`src/rtl/led_matrix_pkg.sv`:
```
// Shared constants, types and helpers for the 8x8 LED matrix scan controller.
package led_matrix_pkg;

  localparam int LED_ROWS   = 8;
  localparam int LED_COLS   = 8;
  localparam int PWM_PHASES = 16;
  localparam int FRAME_W    = 64;

  typedef logic [FRAME_W-1:0]  frame_t;
  typedef logic [LED_COLS-1:0] row_bits_t;
  typedef logic [2:0]          row_idx_t;

  // Row r of a frame occupies bits [8r+7:8r]; bit c is column c.
  function automatic row_bits_t row_slice(input frame_t frame, input row_idx_t row);
    return frame[int'(row)*LED_COLS +: LED_COLS];
  endfunction

endpackage

```
`src/rtl/led_matrix_scan_ctrl_timebase.sv`:
```
// Row-slot timebase: prescaler, PWM phase, row counter and frame wrap strobe.
module scan_timebase
  import led_matrix_pkg::*;
#(
  parameter int PRESCALE = 1024,
  parameter int PHASES   = 16
) (
  input  logic                        clk_i,
  input  logic                        rst_n_i,
  input  logic                        enable_i,
  output logic [$clog2(PRESCALE)-1:0] cnt_o,
  output logic [$clog2(PHASES)-1:0]   phase_o,
  output logic                        tick_o,
  output row_idx_t                    row_idx_o,
  output logic                        frame_wrap_o
);

  localparam int CW   = $clog2(PRESCALE);
  localparam int PW   = $clog2(PHASES);
  localparam int SLOT = PRESCALE / PHASES;

  logic [CW-1:0] cnt_q, cnt_d;
  row_idx_t      row_q, row_d;

  assign tick_o       = enable_i && (cnt_q == CW'(PRESCALE - 1));
  assign frame_wrap_o = tick_o && (row_q == 3'd7);
  assign phase_o      = PW'(cnt_q / CW'(SLOT));
  assign cnt_o        = cnt_q;
  assign row_idx_o    = row_q;

  // Disabled means parked at row 0, count 0 so a re-enable starts a clean frame.
  always_comb begin
    cnt_d = cnt_q;
    row_d = row_q;
    if (!enable_i) begin
      cnt_d = '0;
      row_d = '0;
    end else if (tick_o) begin
      cnt_d = '0;
      row_d = row_q + 3'd1;
    end else begin
      cnt_d = cnt_q + CW'(1);
    end
  end

  always_ff @(posedge clk_i) begin
    if (!rst_n_i) begin
      cnt_q <= '0;
      row_q <= '0;
    end else begin
      cnt_q <= cnt_d;
      row_q <= row_d;
    end
  end

endmodule

```
`src/rtl/led_matrix_scan_ctrl.sv`:
```
// Double-buffered 8x8 LED matrix scanner with per-frame PWM brightness.
module led_matrix_scan_ctrl
  import led_matrix_pkg::*;
#(
  parameter int PRESCALE   = 1024,
  parameter int PWM_PHASES = 16
) (
  input  logic        i_CLK,
  input  logic        i_RST_N,
  input  logic        i_ENABLE,
  input  logic [63:0] i_FRAME,
  input  logic        i_FRAME_VALID,
  output logic        o_FRAME_READY,
  input  logic [3:0]  i_BRIGHT,
  output logic [7:0]  o_ROWS,
  output logic [7:0]  o_COLS,
  output logic [2:0]  o_ROW_IDX,
  output logic        o_FRAME_START
);

  localparam int CW = $clog2(PRESCALE);

  logic [CW-1:0] cnt;
  logic [3:0]    phase;
  logic          tick;
  row_idx_t      rowIdx;
  logic          frameWrap;
  logic          unusedTick;

  scan_timebase #(
    .PRESCALE (PRESCALE),
    .PHASES   (PWM_PHASES)
  ) u_timebase (
    .clk_i        (i_CLK),
    .rst_n_i      (i_RST_N),
    .enable_i     (i_ENABLE),
    .cnt_o        (cnt),
    .phase_o      (phase),
    .tick_o       (tick),
    .row_idx_o    (rowIdx),
    .frame_wrap_o (frameWrap)
  );

  assign unusedTick = tick;

  frame_t     pending_q, pending_d;
  frame_t     active_q, active_d;
  logic       pendFull_q, pendFull_d;
  logic [3:0] bright_q, bright_d;
  logic       enablePrev_q;
  logic       frameStart_q, frameStart_d;
  logic [7:0] rows_q, rows_d;
  logic [7:0] cols_q, cols_d;
  row_idx_t   rowIdx_q, rowIdx_d;

  logic accept;
  logic loadEvt;

  assign o_FRAME_READY = !pendFull_q && i_RST_N;
  assign accept        = i_FRAME_VALID && o_FRAME_READY;
  // While dark there is no frame to tear, so a pending frame swaps in at once.
  assign loadEvt       = frameWrap || (!i_ENABLE && pendFull_q);

  always_comb begin
    pending_d  = pending_q;
    pendFull_d = pendFull_q;
    active_d   = active_q;
    bright_d   = bright_q;
    if (accept) begin
      pending_d  = i_FRAME;
      pendFull_d = 1'b1;
    end
    if (loadEvt) begin
      bright_d = i_BRIGHT;
      if (pendFull_q) begin
        active_d   = pending_q;
        pendFull_d = 1'b0;
      end
    end
  end

  // Drive pins from pre-edge scan state; the cnt==0 slot is a blanking gap.
  always_comb begin
    rows_d       = '0;
    cols_d       = '0;
    rowIdx_d     = '0;
    frameStart_d = frameWrap || (i_ENABLE && !enablePrev_q);
    if (i_ENABLE) begin
      rowIdx_d = rowIdx;
      if (cnt != '0) begin
        rows_d = 8'b1 << rowIdx;
        if (phase < bright_q) begin
          cols_d = row_slice(active_q, rowIdx);
        end
      end
    end
  end

  always_ff @(posedge i_CLK) begin
    if (!i_RST_N) begin
      pending_q    <= '0;
      pendFull_q   <= 1'b0;
      active_q     <= '0;
      bright_q     <= '0;
      enablePrev_q <= 1'b0;
      frameStart_q <= 1'b0;
      rows_q       <= '0;
      cols_q       <= '0;
      rowIdx_q     <= '0;
    end else begin
      pending_q    <= pending_d;
      pendFull_q   <= pendFull_d;
      active_q     <= active_d;
      bright_q     <= bright_d;
      enablePrev_q <= i_ENABLE;
      frameStart_q <= frameStart_d;
      rows_q       <= rows_d;
      cols_q       <= cols_d;
      rowIdx_q     <= rowIdx_d;
    end
  end

  assign o_ROWS        = rows_q;
  assign o_COLS        = cols_q;
  assign o_ROW_IDX     = rowIdx_q;
  assign o_FRAME_START = frameStart_q;

endmodule

```
`config.mk`:
```
export PLATFORM = sky130hd
export DESIGN_NAME = led_matrix_scan_ctrl
export DESIGN_NICKNAME = d
export VERILOG_FILES = /design/src/rtl/led_matrix_pkg.sv /design/src/rtl/led_matrix_scan_ctrl_timebase.sv /design/src/rtl/led_matrix_scan_ctrl.sv
export SDC_FILE = /design/constraint.sdc
export NUM_CORES = 1
export LEC_CHECK = 0
export BUFFER_PORTS_ARGS = -buffer_cell sky130_fd_sc_hd__buf_2
export CORE_ASPECT_RATIO = 0.9
export CORE_MARGIN = 2
export CORE_UTILIZATION = 45
export CTS_BUF_LIST = sky130_fd_sc_hd__clkbuf_4
export DETAILED_ROUTE_END_ITERATION = 8
export PLACE_DENSITY = 0.66
export SYNTH_ARGS = -nofsm -noshare
export SYNTH_HDL_FRONTEND = slang
export SYNTH_SLANG_ARGS = --single-unit
```
`constraint.sdc`:
```
create_clock -name i_CLK -period 2.5 [get_ports i_CLK]
set_clock_uncertainty 0.15 [all_clocks]
set_input_delay 0.125 -clock i_CLK [delete_from_list [all_inputs] [get_ports i_CLK]]
set_output_delay 0.125 -clock i_CLK [all_outputs]
set_load 0.02 [all_outputs]
```
; Word-level counts from Yosys, hierarchy flattened
; Cells that the tools add are included.
[classes]
add_sub_neg = 2
magnitude_cmp = 1
n_eq_ne = 2
n_shift = 2
n_mux = 3
bitwise_logic = 2
reduce_logical = 17
[op_table]
columns = cell, n
row1 = $shiftx A64 B7 Y8, 1
row2 = $add A10 B1 Y10 const B, 1
row3 = $eq A10 B10 Y1 const B, 1
row4 = $reduce_bool A10 Y1, 1
row5 = $shl A1 B3 Y8 const A, 1
row6 = $logic_and A1 B1 Y1, 6
row7 = $lt A4 B4 Y1, 1
row8 = $reduce_and A2 Y1, 2
row9 = $reduce_and A4 Y1, 1
row10 = $add A3 B1 Y3 const B, 1
row11 = $eq A3 B3 Y1 const B, 1
row12 = $logic_not A1 Y1, 3
row13 = $mux W1, 3
row14 = $reduce_and A3 Y1, 1
row15 = $reduce_or A3 Y1, 1
row16 = $logic_or A1 B1 Y1, 2
row17 = $not A1 Y1, 2
[word_totals]
reg_bits = 167
input_bits = 72

; Depth between registers and ports, before layout
[logic_depth]
depth_word = 6
mapped_depth = 9
ltp_nobuf = 6

; Modules after synthesis
; Synthesis repeated with hierarchy kept, for this count alone.
[unflattened]
hier_cells = 756
area_unflattened_um2 = 6726.5
[by_module_without_submodules]
columns = module, n_inst, cells_per_inst, area_per_inst_um2, seq_area_each_um2
row1 = led_matrix_scan_ctrl, 1, 690, 6109.6, 3083.0
row2 = scan_timebase, 1, 66, 616.8, 260.2

; Worst setup path before layout
; OpenSTA, ideal clock, no wires.
[synth_path]
kind = register to register
start = register u_timebase.row_q[0] (netlist: u_timebase.row_idx_o[0])
end = register active_q[54]
setup_ns = 0.128
t_arrival_ns = 1.643
required_ns = 2.222
setup_slack_ns = 0.579
stages_incl_launch_ff = 8
path_buffers = 2
synth_period_minus_slack_ns = 1.921
cell_sequence = dfxtp_1 ha_1 ha_1 and3_1 a41oi_4 buf_6 clkbuf_1 o21ai_1
[synth_between]
elab_chain_len = 4
[synth_lines]
columns = element, line
row1 = "start, declared", led_matrix_scan_ctrl_timebase.sv:23  ; row_idx_t row_q, row_d;
row2 = "start signal, assigned", led_matrix_scan_ctrl_timebase.sv:52  ; row_q <= row_d;
row3 = $eq A3 B3 Y1, led_matrix_scan_ctrl_timebase.sv:26  ; assign frame_wrap_o = tick_o && (row_q == 3'd7);
row4 = $logic_and A1 B1 Y1, led_matrix_scan_ctrl_timebase.sv:26
row5 = $logic_or A1 B1 Y1, led_matrix_scan_ctrl.sv:62  ; assign loadEvt = frameWrap || (!i_ENABLE && pendFull_q);
row6 = $reduce_and A2 Y1 (no line), -
row7 = "end signal, assigned", led_matrix_scan_ctrl.sv:113  ; active_q <= active_d;
row8 = "end, declared", led_matrix_scan_ctrl.sv:47  ; frame_t active_q, active_d;
; No other way between the ends.
; A chain may end at the register's enable or synchronous reset.

; Worst setup path in the final report
[layout_path]
start = register u_timebase.cnt_q[0] (netlist: u_timebase.cnt_o[0])
end = register bright_q[2]
[layout_between]
elab_chain_len = 4
[layout_lines]
columns = element, line
row1 = "start, declared", led_matrix_scan_ctrl_timebase.sv:22  ; logic [CW-1:0] cnt_q, cnt_d;
row2 = "start signal, assigned", led_matrix_scan_ctrl_timebase.sv:51  ; cnt_q <= cnt_d;
row3 = $eq A10 B10 Y1, led_matrix_scan_ctrl_timebase.sv:25  ; assign tick_o = enable_i && (cnt_q == CW'(PRESCALE - 1));
row4 = $logic_and A1 B1 Y1, led_matrix_scan_ctrl_timebase.sv:25
row5 = $logic_and A1 B1 Y1, led_matrix_scan_ctrl_timebase.sv:26
row6 = $logic_or A1 B1 Y1, led_matrix_scan_ctrl.sv:62
row7 = "end signal, assigned", led_matrix_scan_ctrl.sv:114  ; bright_q <= bright_d;
row8 = "end, declared", led_matrix_scan_ctrl.sv:49  ; logic [3:0] bright_q, bright_d;
; No other way between the ends.

==> results_dict.tcl <==
set metrics [dict create \
    status "finished, final reports clean" \
    chipHeight_microns 116 \
    rsz0062_at_grt "no" \
    grt.overflow.total 0 \
    clockBufferDepth 2 \
    path_max_fanout 5 \
    fin_util 0.595 \
    gp_routability_congestion 0.882 \
    drc 0 \
    syn2layout_area_growth_pct 27.9 \
    ys_seq_area_frac 0.531 \
    synth-simple-area-share 0.193 \
    routedWlPerCell_microns 14.4 \
    antenna_found_initial 0 \
    finalSetupTns_ns 0 \
    numPortBuffers 92 \
    rr_endpoint "bright_q[2]" \
    io_pins 93 \
    synth-seq-cells 167 \
    grt_pass1_wl_microns 23900 \
    hold_depth 4 \
    totalWireLength_microns 14800 \
    grt_usage 0.207 \
    synth_edf_count 0 \
    fill_cells 1147 \
    layout-drive-gt1-share 0.206 \
    rr_worst_depth 6 \
    vias 5154 \
    setup_viol 0 \
    coreArea_sq_um 13500 \
    worst_slew_margin_rel 0.570 \
    fin_crit_ns 2.34 \
    post_cts_buffers 0 \
    final_cell_mix "dfxtp_1, nand2_1, o21ai_0, dlygate4sd3_1, buf_2" \
    cp-end-kind "flop" \
    max_cap_viol_count 0 \
    r2r-start "u_timebase.cnt_o[0]" \
    reg2reg_slack_ns 0.16 \
    rows 40 \
    final_common_cell "dfxtp_1" \
    synth_fp_nets 755 \
    path_class "flop to flop" \
    holdPathEnd "pending_q[27]" \
    num_antenna_cells 0 \
    cts_tree "done" \
    ys_async_sr_fraction 0 \
    syn_area_per_cell_sq_um 9.35 \
    tightest_slew_ns 0.642 \
    fmax_mhz 427 \
    root_buffer "clkbuf_4" \
    grt_pass1_vias 4954 \
    path_clk_slew_ns 0.13 \
    ir_worst_vdd_mv 0.389 \
    initial_core_util 0.466 \
    ys_types 37 \
    crit_arrival_ns 2.69 \
    p_leak_nw 3.16 \
    synth_area_sq_um 6290 \
    startpoint_type "flop" \
    ant_nets 0 \
    power_density_nw_per_um2 568 \
    drtIter0Drc 341 \
    place.detailed.hpwl_microns 9620 \
    whs_ns 0.136 \
    setup_slack_ns 0.159 \
    synth_xor_area_frac 0.0125 \
    synth_compound_area_frac 0.120 \
    die_x_microns 129 \
    vias_per_cell 5.04 \
    htreeDepth 4 \
    yosys_warnings 0 \
    ys.flop_type "dfxtp_1" \
    synth_top_family_by_area "simple AND/OR/NAND/NOR gates" \
    grt_start_max_net_pins 87 \
    clock_latency_ns 0.55 \
    cts_buffers 17 \
    finalHoldViolations 0 \
    die-area_sq_um 14900 \
    hp-class "input port to flop" \
    cts_sinks 167 \
    dr.pass1.iters 4 \
    synth-adder-area-share 0.0199 \
    required_ns 2.84 \
    yosys-mux-area-fraction 0.0764 \
    synthCells 673 \
    period_share 0.937 \
    final_nets 924 \
    hold_start "i_FRAME[27]" \
    place_ws_ns 0.417 \
    final_max_slew_viol_count 0 \
]
[cells by family after synthesis]
family	Yosys count
and+or+nand+nor	259
adders and majority gates	10
AOI/OAI and AO/OA	138
xor gates and xnor gates	9
DFF	167
buffers and inverters	62
muxes	28
[routing by layer]
metal	vias up	routed length (microns)	track usage
met5	-	0	0
met4	0	263	0.0725
met3	20	762	0.0531
met2	125	6630	0.327
met1	2374	7130	0.278
li1	2635	-	-
[worst max path at each step]
stage / startpoint / end / cells past startpoint
final: u_timebase.cnt_o[0] / bright_q[2] / 6
after global routing: u_timebase.cnt_o[0] / bright_q[3] / 6
after floorplan: u_timebase.row_idx_o[0] / active_q[54] / 7
after CTS: u_timebase.cnt_o[0] / bright_q[2] / 6
after detailed placement: u_timebase.row_idx_o[0] / active_q[46] / 7
after global placement: u_timebase.row_idx_o[0] / active_q[32] / 7
[area by class of cell]
cell class,instances,area (sq um),share of cell area
sequential,167,3340,0.416
multi-input combinational,444,2670,0.332
timing repair buffer,202,1560,0.194
tap,168,210,0.0261
clock buffer,22,165,0.0205
clock inverter,10,56.3,0.00700
inverter,10,37.5,0.00467
[stage by stage]
step / area (sq um) / power (mW) / instances
2_1_floorplan: 6290 / 3.06 / 673
3_3_place_gp: 6810 / 3.17 / 891
3_5_place_dp: 6810 / 3.18 / 891
4_1_cts: 8040 / 4.59 / 1023
5_1_grt: 8050 / 4.78 / 1023
6_report: 8050 / 4.57 / 1023
[power by group]
group / internal [mW] / switching, mW / leakage [nW] / total (mW)
clock: 0.438 / 0.877 / 0.139 / 1.31
combinational: 0.224 / 0.225 / 1.66 / 0.449
sequential: 2.77 / 0.0372 / 1.36 / 2.80
[what timing repair did]
action,CTS,global route
setup endpoints to repair,0,4
hold endpoints to repair,100,0
hold buffers,100,0
gates resized for setup,0,1
[state kept, by name (all words and copies together), names as in the netlist]
name and flops:
o_ROWS 8, pending_q 64, active_q 64, pendFull_q 1
bright_q 4, u_timebase.row_idx_o 3, u_timebase.cnt_o 10, enablePrev_q 1
o_COLS 8, o_ROW_IDX 3, o_FRAME_START 1
[Yosys cell counts (all sizes together), types with 2 or more instances]
cell type	n	area (sq um)
and2	5	31.3
mux2i	12	120
a21oi	2	10.0
dfxtp	167	3340
ha	10	125
xnor2	3	26.3
nand2b	2	12.5
buf	25	153
nand3	70	430
a41oi	2	43.8
nand2	142	533
o21ai	129	661
nor2b	2	12.5
xor2	6	52.6
and4	3	28.8
nor2	23	86.3
mux4	16	360
nand4	2	12.5
and3	8	55.1
inv	10	37.5
clkbuf	27	101
[worst max-delay path: stages, from the launching register on]
cell and delay, ns:
dfxtp_1 0.36, ha_1 0.24, and4_1 0.17, and3_1 0.25, a31oi_4 0.31, mux2i_1 0.25, dlygate4sd3_1 0.57
Note: power is estimated with default switching activity, not from simulation.
